## config.mk

```make
export PLATFORM = sky130hd
export DESIGN_NAME = instr_fetch_unit
export DESIGN_NICKNAME = d
export VERILOG_FILES = /design/src/rtl/cpu_pkg.sv /design/src/rtl/fetch_pc.sv /design/src/rtl/instr_fetch_unit.sv
export SDC_FILE = /design/constraint.sdc
export NUM_CORES = 1
export LEC_CHECK = 0
export ABC_AREA = 1
export CAP_MARGIN = 20
export CORE_UTILIZATION = 42
export DETAILED_ROUTE_END_ITERATION = 10
export GPL_TIMING_DRIVEN = 0
export PLACE_DENSITY = 0.78
export SETUP_SLACK_MARGIN = 0.15
export SLEW_MARGIN = 40
export SYNTH_ARGS = -nofsm -noshare
export SYNTH_HDL_FRONTEND = slang
export SYNTH_SLANG_ARGS = --single-unit
```

## constraint.sdc

```tcl
create_clock -name clk -period 1.5 [get_ports clk]
set_input_delay 0.3 -clock clk [delete_from_list [all_inputs] [get_ports clk]]
set_output_delay 0.3 -clock clk [all_outputs]
set_load 0.05 [all_outputs]
```

## src/rtl/cpu_pkg.sv

```systemverilog
`default_nettype none
// ----------------------------------------------------------------------------
// cpu_pkg : fetch-stage constants, fetch state encoding and PC helpers
// Rev 1.0
// ----------------------------------------------------------------------------
package cpu_pkg;

   localparam int unsigned INSTR_W          = 32;
   localparam logic [31:0] RESET_PC_DEFAULT = 32'h0040_0000;
   localparam logic [31:0] PC_STEP          = 32'd4;

   typedef enum logic [2:0] {
      ST_IDLE  = 3'd0,
      ST_REQ   = 3'd1,
      ST_WAIT  = 3'd2,
      ST_DRAIN = 3'd3,
      ST_HALT  = 3'd4
   } fetch_state_e;

   function automatic logic [31:0] pc_word_align(input logic [31:0] pc_in);
      return {pc_in[31:2], 2'b00};
   endfunction

endpackage
`default_nettype wire

```

## src/rtl/fetch_pc.sv

```systemverilog
`default_nettype none
// ----------------------------------------------------------------------------
// fetch_pc : program counter with hold / +4 / redirect next-PC selection.
// FETCH_ALIGN_CHECK_EN: keep raw redirect target and flag misalignment.
// Rev 1.0
// ----------------------------------------------------------------------------
module fetch_pc
   import cpu_pkg::*;
#(
   parameter logic [31:0] RESET_PC = RESET_PC_DEFAULT
) (
   input  logic        clk,
   input  logic        rst_n,
   input  logic        inc_en,
   input  logic        redirect_en,
   input  logic [31:0] redirect_pc,
   output logic [31:0] pc,
   output logic        misaligned
);

   logic [31:0] pc_d;
   logic [31:0] pc_q;
   logic [31:0] target;

`ifdef FETCH_ALIGN_CHECK_EN
   assign target     = redirect_pc;
   assign misaligned = redirect_en && (redirect_pc[1:0] != 2'b00);
`else
   // Low bits are dropped so every redirect lands on a word boundary.
   logic unused_low_bits;
   assign unused_low_bits = ^redirect_pc[1:0];
   assign target          = pc_word_align(redirect_pc);
   assign misaligned      = 1'b0;
`endif

   always_comb begin
      pc_d = pc_q;
      if (redirect_en) begin
         pc_d = target;
      end else if (inc_en) begin
         pc_d = pc_q + PC_STEP;
      end
   end

   always_ff @(posedge clk or negedge rst_n) begin
      if (!rst_n) begin
         pc_q <= RESET_PC;
      end else begin
         pc_q <= pc_d;
      end
   end

   assign pc = pc_q;

endmodule
`default_nettype wire

```

## src/rtl/instr_fetch_unit.sv

```systemverilog
`default_nettype none
// ----------------------------------------------------------------------------
// instr_fetch_unit : fetch FSM, single-entry output slot and redirect squash.
// FETCH_ALIGN_CHECK_EN: misaligned redirect sets sticky fault and halts.
// Rev 1.0
// ----------------------------------------------------------------------------
module instr_fetch_unit
   import cpu_pkg::*;
#(
   parameter logic [31:0] RESET_PC = RESET_PC_DEFAULT
) (
   input  logic               clk,
   input  logic               rst_n,
   output logic               imem_req,
   output logic [31:0]        imem_addr,
   input  logic               imem_gnt,
   input  logic               imem_rvalid,
   input  logic [INSTR_W-1:0] imem_rdata,
   input  logic               redirect_valid,
   input  logic [31:0]        redirect_pc,
   output logic               instr_valid,
   output logic [INSTR_W-1:0] instr,
   output logic [31:0]        instr_pc,
   input  logic               instr_ready,
   output logic               fault
);

   fetch_state_e       state_q, state_d;
   logic               instr_valid_q, instr_valid_d;
   logic [INSTR_W-1:0] instr_q, instr_d;
   logic [31:0]        instr_pc_q, instr_pc_d;
   logic               fault_q, fault_d;

   logic [31:0]        pc;
   logic               misaligned;
   logic               pc_inc;
   logic               slot_free;
   logic               req_fire;
   logic               redirect_en;

   fetch_pc #(
      .RESET_PC (RESET_PC)
   ) u_fetch_pc (
      .clk         (clk),
      .rst_n       (rst_n),
      .inc_en      (pc_inc),
      .redirect_en (redirect_en),
      .redirect_pc (redirect_pc),
      .pc          (pc),
      .misaligned  (misaligned)
   );

   // A request may issue in the same cycle the decoder drains the slot.
   assign slot_free   = !instr_valid_q || instr_ready;
   assign imem_req    = (state_q == ST_REQ) && slot_free;
   assign imem_addr   = (state_q == ST_REQ) ? pc : 32'h0;
   assign req_fire    = imem_req && imem_gnt;
   assign redirect_en = redirect_valid && (state_q != ST_HALT);

   always_comb begin
      state_d       = state_q;
      instr_valid_d = instr_valid_q && !instr_ready;
      instr_d       = instr_q;
      instr_pc_d    = instr_pc_q;
      fault_d       = fault_q;
      pc_inc        = 1'b0;

      case (state_q)
         ST_IDLE:  state_d = ST_REQ;
         ST_REQ:   if (req_fire) state_d = ST_WAIT;
         ST_WAIT: begin
            if (imem_rvalid) begin
               state_d       = ST_REQ;
               instr_valid_d = 1'b1;
               instr_d       = imem_rdata;
               instr_pc_d    = pc;
               pc_inc        = 1'b1;
            end
         end
         ST_DRAIN: if (imem_rvalid) state_d = ST_REQ;
         ST_HALT:  instr_valid_d = 1'b0;
         default:  state_d = ST_IDLE;
      endcase

      // Redirect wins: drop the slot and any response, retarget the fetch.
      if (redirect_en) begin
         instr_valid_d = 1'b0;
         instr_d       = instr_q;
         instr_pc_d    = instr_pc_q;
         pc_inc        = 1'b0;
         case (state_q)
            ST_REQ:  state_d = req_fire ? ST_DRAIN : ST_REQ;
            ST_WAIT: state_d = imem_rvalid ? ST_REQ : ST_DRAIN;
            default: ;
         endcase
         if (misaligned) begin
            fault_d = 1'b1;
            state_d = ST_HALT;
         end
      end
   end

   always_ff @(posedge clk or negedge rst_n) begin
      if (!rst_n) begin
         state_q       <= ST_IDLE;
         instr_valid_q <= 1'b0;
         instr_q       <= '0;
         instr_pc_q    <= 32'h0;
         fault_q       <= 1'b0;
      end else begin
         state_q       <= state_d;
         instr_valid_q <= instr_valid_d;
         instr_q       <= instr_d;
         instr_pc_q    <= instr_pc_d;
         fault_q       <= fault_d;
      end
   end

   assign instr_valid = instr_valid_q;
   assign instr       = instr_q;
   assign instr_pc    = instr_pc_q;
   assign fault       = fault_q;

endmodule
`default_nettype wire

```

# --- Word level (Yosys, flattened, before mapping) ---
# Index checks and enable logic that the tools add are counted.
word_totals:
  wordCells: 39
  register_bits: 100
  in_bits: 70
  output_inout_bits: 99
op_classes:
  muxes: 16
  eq_ne: 5
  reduce_logical: 11
  bitwise: 1
  add_sub_neg: 1
op_table:
  columns: ["cell", "n"]
  rows:
  - ["$mux W32", 3]
  - ["$add A32 B3 Y32 const B", 1]
  - ["$pmux W3 S4", 1]
  - ["$mux W3", 3]
  - ["$eq A3 B2 Y1 const B", 2]
  - ["$pmux W3 S2", 1]
  - ["$mux W1", 5]
  - ["$logic_and A1 B1 Y1", 4]
  - ["$mux W2", 2]
  - ["$eq A3 B1 Y1 const B", 1]
  - ["$eq A3 B3 Y1 const B", 1]
  - ["$logic_not A3 Y1", 1]
  - ["$ne A3 B3 Y1 const B", 1]
  - ["$reduce_and A3 Y1", 1]
  - ["$logic_not A1 Y1", 2]
  - ["$pmux W1 S2", 1]
  - ["$reduce_bool A2 Y1", 1]
  - ["$reduce_or A2 Y1", 1]
  - ["$logic_or A1 B1 Y1", 1]
  - ["$not A1 Y1", 1]

# --- Logic depth before layout (Yosys ltp) ---
# Gate-level depths: netlist of the first run.
logic_depth:
  ltp_word: 8
  mapped_depth: 10
  ltp_nobuf: 9

# --- Hierarchy ---
# From an unflattened synthesis of the first run, not the netlist that was laid out.
hier_totals:
  hier_cells: 699
  hier_area_um2: 5255.0
modules_own_cells:
  columns: ["mod", "instances", "cells_each", "seq_area_each_um2", "area_each_um2"]
  rows:
  - ["instr_fetch_unit", 1, 387, 1726.7, 3108.0]
  - ["fetch_pc", 1, 312, 752.0, 2147.1]

# --- Worst setup path after synthesis of the first run ---
# OpenSTA, ideal clock, no wires.
synth_path:
  path_kind: "register to output"
  startpoint: "reg state_q[2]"
  endpoint: "out imem_addr[10]"
  path_buffers: 1
  path_slack_ns: -0.425
  path_stages_with_launch: 5
  arrival_ns: 1.625
  required_ns: 1.200
  cell_sequence: "dfrtp_1 -> nor3_1 -> inv_1 -> clkbuf_1 -> nor2_1"
synth_via:
  elab_chain_len: 2
synth_lines:
  columns: ["item", "line", "text"]
  rows:
  - ["start, declared", "instr_fetch_unit.sv:28", "fetch_state_e state_q, state_d;"]
  - ["start signal, assigned", "instr_fetch_unit.sv:111", "state_q <= state_d;"]
  - ["$eq A3 B1 Y1", "instr_fetch_unit.sv:56", "assign imem_addr = (state_q == ST_REQ) ? pc : 32'h0;"]
  - ["$mux W32", "instr_fetch_unit.sv:56", null]
  - ["end, declared", "instr_fetch_unit.sv:15", "output logic [31:0] imem_addr,"]
# Every way passes these cells.

# --- Worst setup path in the final report of the first run ---
layout_path:
  startpoint: "reg state_q[1]"
  endpoint: "out imem_addr[18]"
# The elaborated chain is that of the path after synthesis.

==> results of run 1 <==
==> synthesized netlist by cell type (2+ instances only) <==
cell	number	area, sq um
buf_6	2	22.5
nand3_1	28	140
nand2_2	4	25.0
o21ai_1	8	40.0
xor2_1	6	52.6
nor2_1	102	383
nand3b_1	6	45.0
nor2_2	6	37.5
dfrtp_1	95	2380
a21oi_1	4	20.0
nor2_4	5	56.3
nand2_1	232	871
o211ai_1	5	37.5
inv_2	3	11.3
buf_4	11	82.6
inv_1	57	214
nand4_1	6	37.5
o21bai_1	5	37.5
nand3_2	3	30.0
buf_2	11	55.1
o21ai_0	40	200
nor3_1	3	15.0
clkbuf_1	5	18.8
==> repair_timing <==
item                       CTS  global route
gates cloned                15             3
resized for setup          755            44
hold buffers                 1             0
setup endpoints to repair  186           127
buffers inserted            22             4
hold endpoints to repair    52             0
pin swaps                   45             6
==> per-stage QoR <==
stage	total power, mW	setup WS, ps	TNS [ps]
final	16.3	-443	-35540
after global routing	17.0	-505	-40620
after CTS	16.0	-381	-18820
after detailed placement	13.5	-755	-53070
after global placement	13.3	-3460	-379100
after floorplan	10.4	-26.6	-171
==> layer usage <==
metal | global-route usage | wire length [um] | vias to the layer above
met5 | 0 | 0 | -
met4 | 0.155 | 949 | 0
met3 | 0.0571 | 1560 | 86
met2 | 0.514 | 9400 | 338
met1 | 0.390 | 7560 | 2670
li1 | - | - | 2512
==> logic make-up after synthesis <==
family / after synthesis / synth area share
buffers and inverters: 90 / 0.0828
AO/OA/AOI/OAI: 66 / 0.0744
flip-flops: 96 / 0.486
other: 1 / 0.000759
AND/OR/NAND/NOR: 399 / 0.341
adder cells (fa/ha/maj): 1 / 0.00253
XOR/XNOR: 7 / 0.0124
==> registers in the layout, indices dropped and copies added, names as in the netlist <==
register       flops
u_fetch_pc.pc     30
instr_valid        1
state_q            3
instr_pc          30
instr             32
==> power by group through the flow <==
stage | clock, mW | sequential, mW | combinational [mW]
floorplan | 0 | 7.15 | 3.24
global placement | 0 | 4.18 | 9.10
detailed placement | 0 | 4.23 | 9.26
CTS | 2.29 | 4.25 | 9.42
global route | 2.42 | 4.41 | 10.1
finish | 2.28 | 4.31 | 9.76
==> cell usage in the layout (no fill, tap or decap), types with 2 or more instances in the layout <==
cell type and n:
o21ai_0 12, nand3_4 4, nor2_2 11, nand3_1 22, nand3_2 6, conb_1 5, nand3b_1 6, nand2_1 183
buf_4 19, clkbuf_1 3, inv_8 2, buf_12 6, nor3_1 2, a21oi_2 2, dfrtp_1 93, clkdlybuf4s50_1 66
nand4_1 6, nor2_1 55, o21bai_1 4, inv_2 3, nand2_2 45, o21ai_2 11, inv_1 51, o211ai_1 5
dfrtp_2 2, xor2_1 6, o21ai_1 24, nand2_8 3, clkbuf_4 2, buf_2 61, buf_6 31, clkbuf_16 17
buf_16 11, inv_4 3, nand2_4 7, nor2_4 47, clkinv_2 3, buf_8 30, a21oi_1 2
==> area by class of cell <==
class                           instances  area (sq um)
Clock buffer                           12           236
Multi-Input combinational cell        479          2830
Tap cell                              143           179
Fill cell                             736          2940
Buffer                                 30           460
Sequential cell                        96          2410
Timing Repair Buffer                  206          2110
Clock inverter                          4          45.0
Inverter                               60           260
==> how the worst max path moves through the flow <==
stage / start / to / slack, ps / depth (start not counted)
floorplan: state_q[1]$_DFF_PN0_ / imem_addr[10] / -30 / 4
global placement: rst_n / instr_valid$_DFF_PN0_ / -3460 / 1
detailed placement: state_q[1]$_DFF_PN0_ / imem_addr[11] / -750 / 5
CTS: state_q[1]$_DFF_PN0_ / imem_addr[11] / -380 / 5
global route: state_q[1]$_DFF_PN0_ / imem_addr[21] / -510 / 5
finish: state_q[1]$_DFF_PN0_ / imem_addr[18] / -440 / 5
==> flow_metrics.tcl, run 1 <==
set metrics [dict create \
    yosys_warnings 0 \
    die-area_sq_um 12200 \
    drt_iter0_markers 512 \
    finalSetupViolations 124 \
    cts_tree "yes" \
    ys.flop_type "dfrtp_1" \
    powerDensity_nw_per_um2 1920 \
    clockBufferDepth 2 \
    htreeDepth 3 \
    hold_class "input port to asynchronous set/reset pin" \
    hpwl_mm 11.6 \
    critPathLaunchType "flop" \
    fin_crit_ps 1940 \
    reg2reg_depth 10 \
    r2r_setup_slack_ps -360 \
    ios 169 \
    diodes 0 \
    r2r_start "state_q[1]$_DFF_PN0_" \
    clkPwrFrac 0.140 \
    cp-end-kind "output pin" \
    clk_pin_slew_ps 70 \
    synth_area_sq_um 4940 \
    dieHeight_um 110 \
    clock-sinks 96 \
    syn_area_per_cell_sq_um 7.49 \
    fmax_mhz 515 \
    cpMaxStageDelayCell "dfrtp_1" \
    rsz0062_at_grt "yes" \
    num_rows 39 \
    drive_gt1_frac 0.381 \
    ys_seq_area_frac 0.486 \
    violations "setup timing" \
    place_area_sq_um 7100 \
    pwr-share-seq 0.264 \
    fin_util 0.744 \
    synth_cells 660 \
    die_w_um 110 \
    drt-total-wl_mm 19.5 \
    initial_utilization 0.431 \
    finalClockSkew_ps 7.48 \
    wl_per_cell_um 18.9 \
    leakagePower_nw 4.00 \
    ant_nets 0 \
    clkLatencyLatePin_ps 350 \
    final_nets 953 \
    synth_edf_count 0 \
    crit_fanout 10 \
    cap_viol_max_count 0 \
    status "complete, but fails checks" \
    synth_cell_types 36 \
    gp_congestion 0.936 \
    peakVddDrop_uv 1490 \
    synthArstFlopShare 1.00 \
    worstPathCellList "nor3_4, inv_2, clkbuf_16, nor2_4, buf_8" \
    hold_viol_final 0 \
    final_area_sq_um 8530 \
    dp.cells 969 \
    intPower_mw 7.84 \
    grt_max_degree 54 \
    arrival_ps 1640 \
    min_period_over_period 1.30 \
    grt_use_total 0.311 \
    fin_ws_ps -443 \
    io_buffers 161 \
    finalMaxSlewViolations 0 \
    grt_pass1_vias 5707 \
    swShare 0.520 \
    final_cells 1030 \
    path_class "flop to output pin" \
    p_switching_mw 8.51 \
    critical-path-top-delay-family "buffers and inverters" \
    core_area_sq_um 11500 \
    pwr-share-comb 0.597 \
    area_delta_synth_final_pct 72.5 \
    grt-ovfl-total 0 \
    crit_path_max_incr_delay_ps 440 \
    grt_pass1_wl_mm 30.0 \
    r2r-end "u_fetch_pc.pc[21]$_DFFE_PN0P_" \
    crit_buf_inv 3 \
    detail_route.vias_per_cell 5.44 \
    cts_root_buf "clkbuf_16" \
    ys_ff_latch 96 \
    hold_slack_ps 461 \
    drc 0 \
    antenna_found_initial 0 \
    first_pass_iters 6 \
    cp.required_ps 1200 \
    vias 5606 \
    cts_inserted_buffers 9 \
]
Power figures use the tool's default switching activity.
==> run 2, diff against run 1 <==
CORE_ASPECT_RATIO = 1.25   (was not set)
==> flow_metrics.tcl, run 2 (synthesis gave the netlist of run 1 again) <==
set metrics [dict create \
    hold_class "input port to asynchronous set/reset pin" \
    drt-total-wl_mm 16.3 \
    grt_pass1_vias 5141 \
    cp.required_ps 1200 \
    layout_commonest_cell "nand2_1" \
    crit_buf_inv 4 \
    cpMaxStageDelayCell "dfrtp_1" \
    fin_crit_ps 1910 \
    largest_reg_flops 32 \
    finalClockSkew_ps 8.12 \
    grt_use_total 0.273 \
    critical-path-top-delay-family "buffers and inverters" \
    finalSetupViolations 117 \
    post-place-ws_ps -748 \
    gp_congestion 0.873 \
    diodes 0 \
    die-area_sq_um 12200 \
    clkLatencyLatePin_ps 350 \
    hold_viol_final 0 \
    peakVddDrop_uv 953 \
    mostFrequentLayoutCells "227 x nand2_1, 93 x dfrtp_1, 66 x clkdlybuf4s50_1, 63 x buf_2, 58 x nor2_1" \
    hpwl_mm 11.4 \
    finalMaxSlewViolations 0 \
    die_w_um 99.0 \
    grt-ovfl-total 0 \
    fin_tns_setup_ps -17020 \
    cp-end-kind "output pin" \
    status "complete, but fails checks" \
    num_rows 43 \
    final_nets 936 \
    fin_ws_ps -413 \
    arrival_ps 1610 \
    drt_iter0_markers 354 \
    grt_max_degree 54 \
    io_buffers 161 \
    cts_tree "yes" \
    first_pass_iters 5 \
    rsz0062_at_grt "yes" \
    min_period_over_period 1.28 \
    vias 5148 \
    ios 169 \
    drive_gt1_frac 0.311 \
    drc 0 \
    powerDensity_nw_per_um2 2050 \
    ant_nets 0 \
    violations "setup timing" \
    cap_viol_max_count 0 \
    final_cells 1005 \
    worstPathCellList "inv_2, nor3_4, inv_4, clkbuf_8, nor2_4, buf_6" \
    area_delta_synth_final_pct 60.3 \
    crit_fanout 7 \
    htreeDepth 3 \
    antenna_found_initial 0 \
    crit_path_max_incr_delay_ps 370 \
    grt_pass1_wl_mm 25.5 \
    cts_root_buf "clkbuf_16" \
    clock-sinks 96 \
    dieHeight_um 123 \
    detail_route.vias_per_cell 5.12 \
    clockBufferDepth 2 \
    dp.cells 961 \
    wl_per_cell_um 16.3 \
    core_area_sq_um 11300 \
    cts_inserted_buffers 9 \
    critPathLaunchType "flop" \
    path_class "flop to output pin" \
    leakagePower_nw 3.76 \
    clk_pin_slew_ps 70 \
    fmax_mhz 523 \
    initial_utilization 0.438 \
]
## run 2: changes by cell type in the layout (fill, tap and decap cells not counted), sizes merged
| cell | delta |
|---|---|
| bufbuf | +1 |
| clkinvlp | +1 |
| clkbuf | -3 |
| clkinv | -2 |
| inv | +1 |
| buf | -17 |
| nand2 | -1 |
| bufinv | +3 |
## run 2: where the power goes
part	switching [mW]	leakage [nW]	total (mW)	internal, mW
registers	0.592	1.17	4.16	3.57
logic	6.55	2.41	9.24	2.70
clock network	1.02	0.176	2.82	1.80
## run 2: layer usage
| layer | part of all wire | global-route usage |
|---|---|---|
| met3 | 0.056 | 0.0430 |
| met1 | 0.40 | 0.326 |
| met2 | 0.51 | 0.489 |
| met4 | 0.029 | 0.114 |
| met5 | 0 | 0 |
## run 2: cell type report
type                       instances  area, sq um
timing repair buffer             190         1690
multi-input combinational        478         2610
sequential                        96         2410
clock buffer                       9          225
inverter                          60          248
tap                              135          169
fill                             863         3370
clock inverter                     7          141
buffer                            30          443
## run 2: per-stage QoR
step / hold slack [ps] / total power [mW] / area (sq um) / util
3_3_place_gp: 462 / 13.3 / 7060 / 0.625
4_1_cts: 448 / 16.1 / 7690 / 0.681
6_report: 431 / 16.2 / 7930 / 0.702
2_1_floorplan: 4.41 / 10.4 / 5280 / -
3_5_place_dp: 213 / 13.5 / 7090 / 0.628
5_1_grt: 466 / 16.9 / 7930 / 0.702
## run 2: worst paths after layout
check | startpoint | endpoint | slack, ps | cells past startpoint
min reg2reg | instr[0]$_DFFE_PN0P_ | instr[0]$_DFFE_PN0P_ | 470 | 2
max in group asynchronous | rst_n | u_fetch_pc.pc[22]$_DFFE_PN1P_ | 440 | 3
max reg2reg | state_q[2]$_DFF_PN0_ | u_fetch_pc.pc[24]$_DFFE_PN0P_ | -170 | 9
min in group clk | instr[0]$_DFFE_PN0P_ | instr[0]$_DFFE_PN0P_ | 470 | 2
min | rst_n | instr[31]$_DFFE_PN0P_ | 430 | 2
max | state_q[0]$_DFF_PN0_ | imem_addr[18] | -410 | 6
## run 2: timing repair
action	in CTS	in global routing
gates resized for setup	628	57
cloned	5	2
endpoints found under the hold margin	43	0
pin swaps	12	7
setup endpoints to repair	186	124
hold buffers	1	0
buffers inserted	15	5
==> run 3, diff against run 2 <==
CORE_UTILIZATION = 25   (was 42)
CTS_BUF_LIST = sky130_fd_sc_hd__clkbuf_8   (was not set)
PLACE_DENSITY = not set   (was 0.78)
==> flow_metrics.tcl, run 3 (synthesis gave the netlist of run 1 again) <==
set metrics [dict create \
    initial_utilization 0.255 \
    dieHeight_um 159 \
    io_buffers 161 \
    clk_pin_slew_ps 110 \
    htreeDepth 3 \
    arrival_ps 1670 \
    cts_root_buf "clkbuf_8" \
    crit_path_max_incr_delay_ps 430 \
    grt-ovfl-total 0 \
    ios 169 \
    largest_reg_flops 32 \
    first_pass_iters 6 \
    multi_input_area_sq_um 3080 \
    peakVddDrop_uv 1160 \
    route.met3.wl_um 996 \
    clkLatencyLatePin_ps 390 \
    critPathLaunchType "flop" \
    drive_gt1_frac 0.461 \
    top_layer "met4" \
    clockBufferDepth 2 \
    worstPathCellList "inv_2, nor3_4, inv_2, clkbuf_16, nor2_4, buf_6" \
    met1_length_mm 7.56 \
    leakagePower_nw 4.21 \
    hold_slack_ps 361 \
    violations "setup timing" \
    powerDensity_nw_per_um2 1800 \
    seq_area_sq_um 2400 \
    cts_inserted_buffers 9 \
    finalSetupViolations 126 \
    area_delta_synth_final_pct 87.2 \
    fin_tns_setup_ps -46430 \
    drt_iter0_markers 365 \
    path_class "flop to output pin" \
    vias 5305 \
    hpwl_mm 12.3 \
    dp.cells 1091 \
    fmax_mhz 507 \
    post-place-ws_ps -732 \
    die-area_sq_um 20300 \
    final_nets 973 \
    clock-sinks 96 \
    hold_class "input port to asynchronous set/reset pin" \
    critical-path-top-delay-family "buffers and inverters" \
    cap_viol_max_count 0 \
    wl_per_cell_um 16.6 \
    fin_crit_ps 1970 \
    grt_pass1_wl_mm 29.2 \
    fin_ws_ps -472 \
    antenna_found_initial 0 \
    diodes 0 \
    grt_pass1_vias 5252 \
    fill_cells 1828 \
    crit_buf_inv 4 \
    drt-total-wl_mm 19.4 \
    ant_nets 0 \
    mostFrequentLayoutCells "153 x nand2_1, 94 x dfrtp_1, 66 x clkdlybuf4s50_1, 62 x nand2_2, 53 x buf_6" \
    cp-end-kind "output pin" \
    cpMaxStageDelayCell "dfrtp_1" \
    cp.required_ps 1200 \
    die_w_um 128 \
    grt_max_degree 59 \
    final_area_sq_um 9260 \
    status "complete, but fails checks" \
    grt_use_total 0.190 \
    rsz0062_at_grt "yes" \
    cpMostUsedCell "inv_2" \
    layout_commonest_cell "nand2_1" \
    finalClockSkew_ps 19.9 \
    min_period_over_period 1.31 \
    core_area_sq_um 19400 \
    place_area_sq_um 7250 \
    num_rows 57 \
    met2_length_mm 10.1 \
    hold_viol_final 0 \
    drc 0 \
    crit_fanout 10 \
    detail_route.vias_per_cell 4.53 \
    gp_congestion 0.876 \
    finalMaxSlewViolations 0 \
    cts_tree "yes" \
    final_cells 1172 \
]
==> run 3: area by class of cell <==
cell class              count  area share
multi-input cells         478       0.332
repair buffers            227       0.273
flip-flops and latches     96       0.260
plain buffers              30      0.0523
well taps                 265      0.0358
inverters                  60      0.0262
clock buffers              12      0.0178
clock inverters             4     0.00203
==> run 3: power by group <==
| group | total, mW | internal [mW] | switching [mW] | leakage, nW |
|---|---|---|---|---|
| Combinational | 10.6 | 3.75 | 6.87 | 2.93 |
| Clock | 1.71 | 0.728 | 0.983 | 0.103 |
| Sequential | 4.31 | 3.56 | 0.751 | 1.18 |
==> run 3: worst paths after layout <==
kind                                      start                       endpoint  slack, ps  cells past startpoint
setup / recovery           state_q[0]$_DFF_PN0_                  imem_addr[10]       -470                      6
hold / removal                            rst_n        instr_pc[3]$_DFFE_PN0P_        360                      2
setup reg to reg           state_q[0]$_DFF_PN0_           instr[5]$_DFFE_PN0P_       -420                     12
hold reg to reg            instr[2]$_DFFE_PN0P_           instr[2]$_DFFE_PN0P_        470                      2
max in group asynchronous                 rst_n  u_fetch_pc.pc[22]$_DFFE_PN1P_        480                      3
min in group clk                 imem_rdata[13]          instr[13]$_DFFE_PN0P_        440                      3
==> run 3: timing repair <==
item                       CTS  global route
hold buffers                 1             0
pin swaps                   34            24
resized for setup          784           161
cloned                      17             2
hold endpoints to repair    38             0
buffers inserted            37             8
setup endpoints to repair  186           165
==> run 3: per-layer routing <==
layer,GRT usage,vias up
li1,-,2553
met1,0.221,2511
met2,0.341,187
met3,0.0296,54
met4,0.0840,0
met5,0,-
==> run 3: metrics by stage <==
| stage | power (mW) | utilization |
|---|---|---|
| 2_1_floorplan | 10.4 | - |
| 3_3_place_gp | 13.4 | 0.372 |
| 3_5_place_dp | 13.5 | 0.374 |
| 4_1_cts | 15.7 | 0.445 |
| 5_1_grt | 17.4 | 0.477 |
| 6_report | 16.7 | 0.477 |
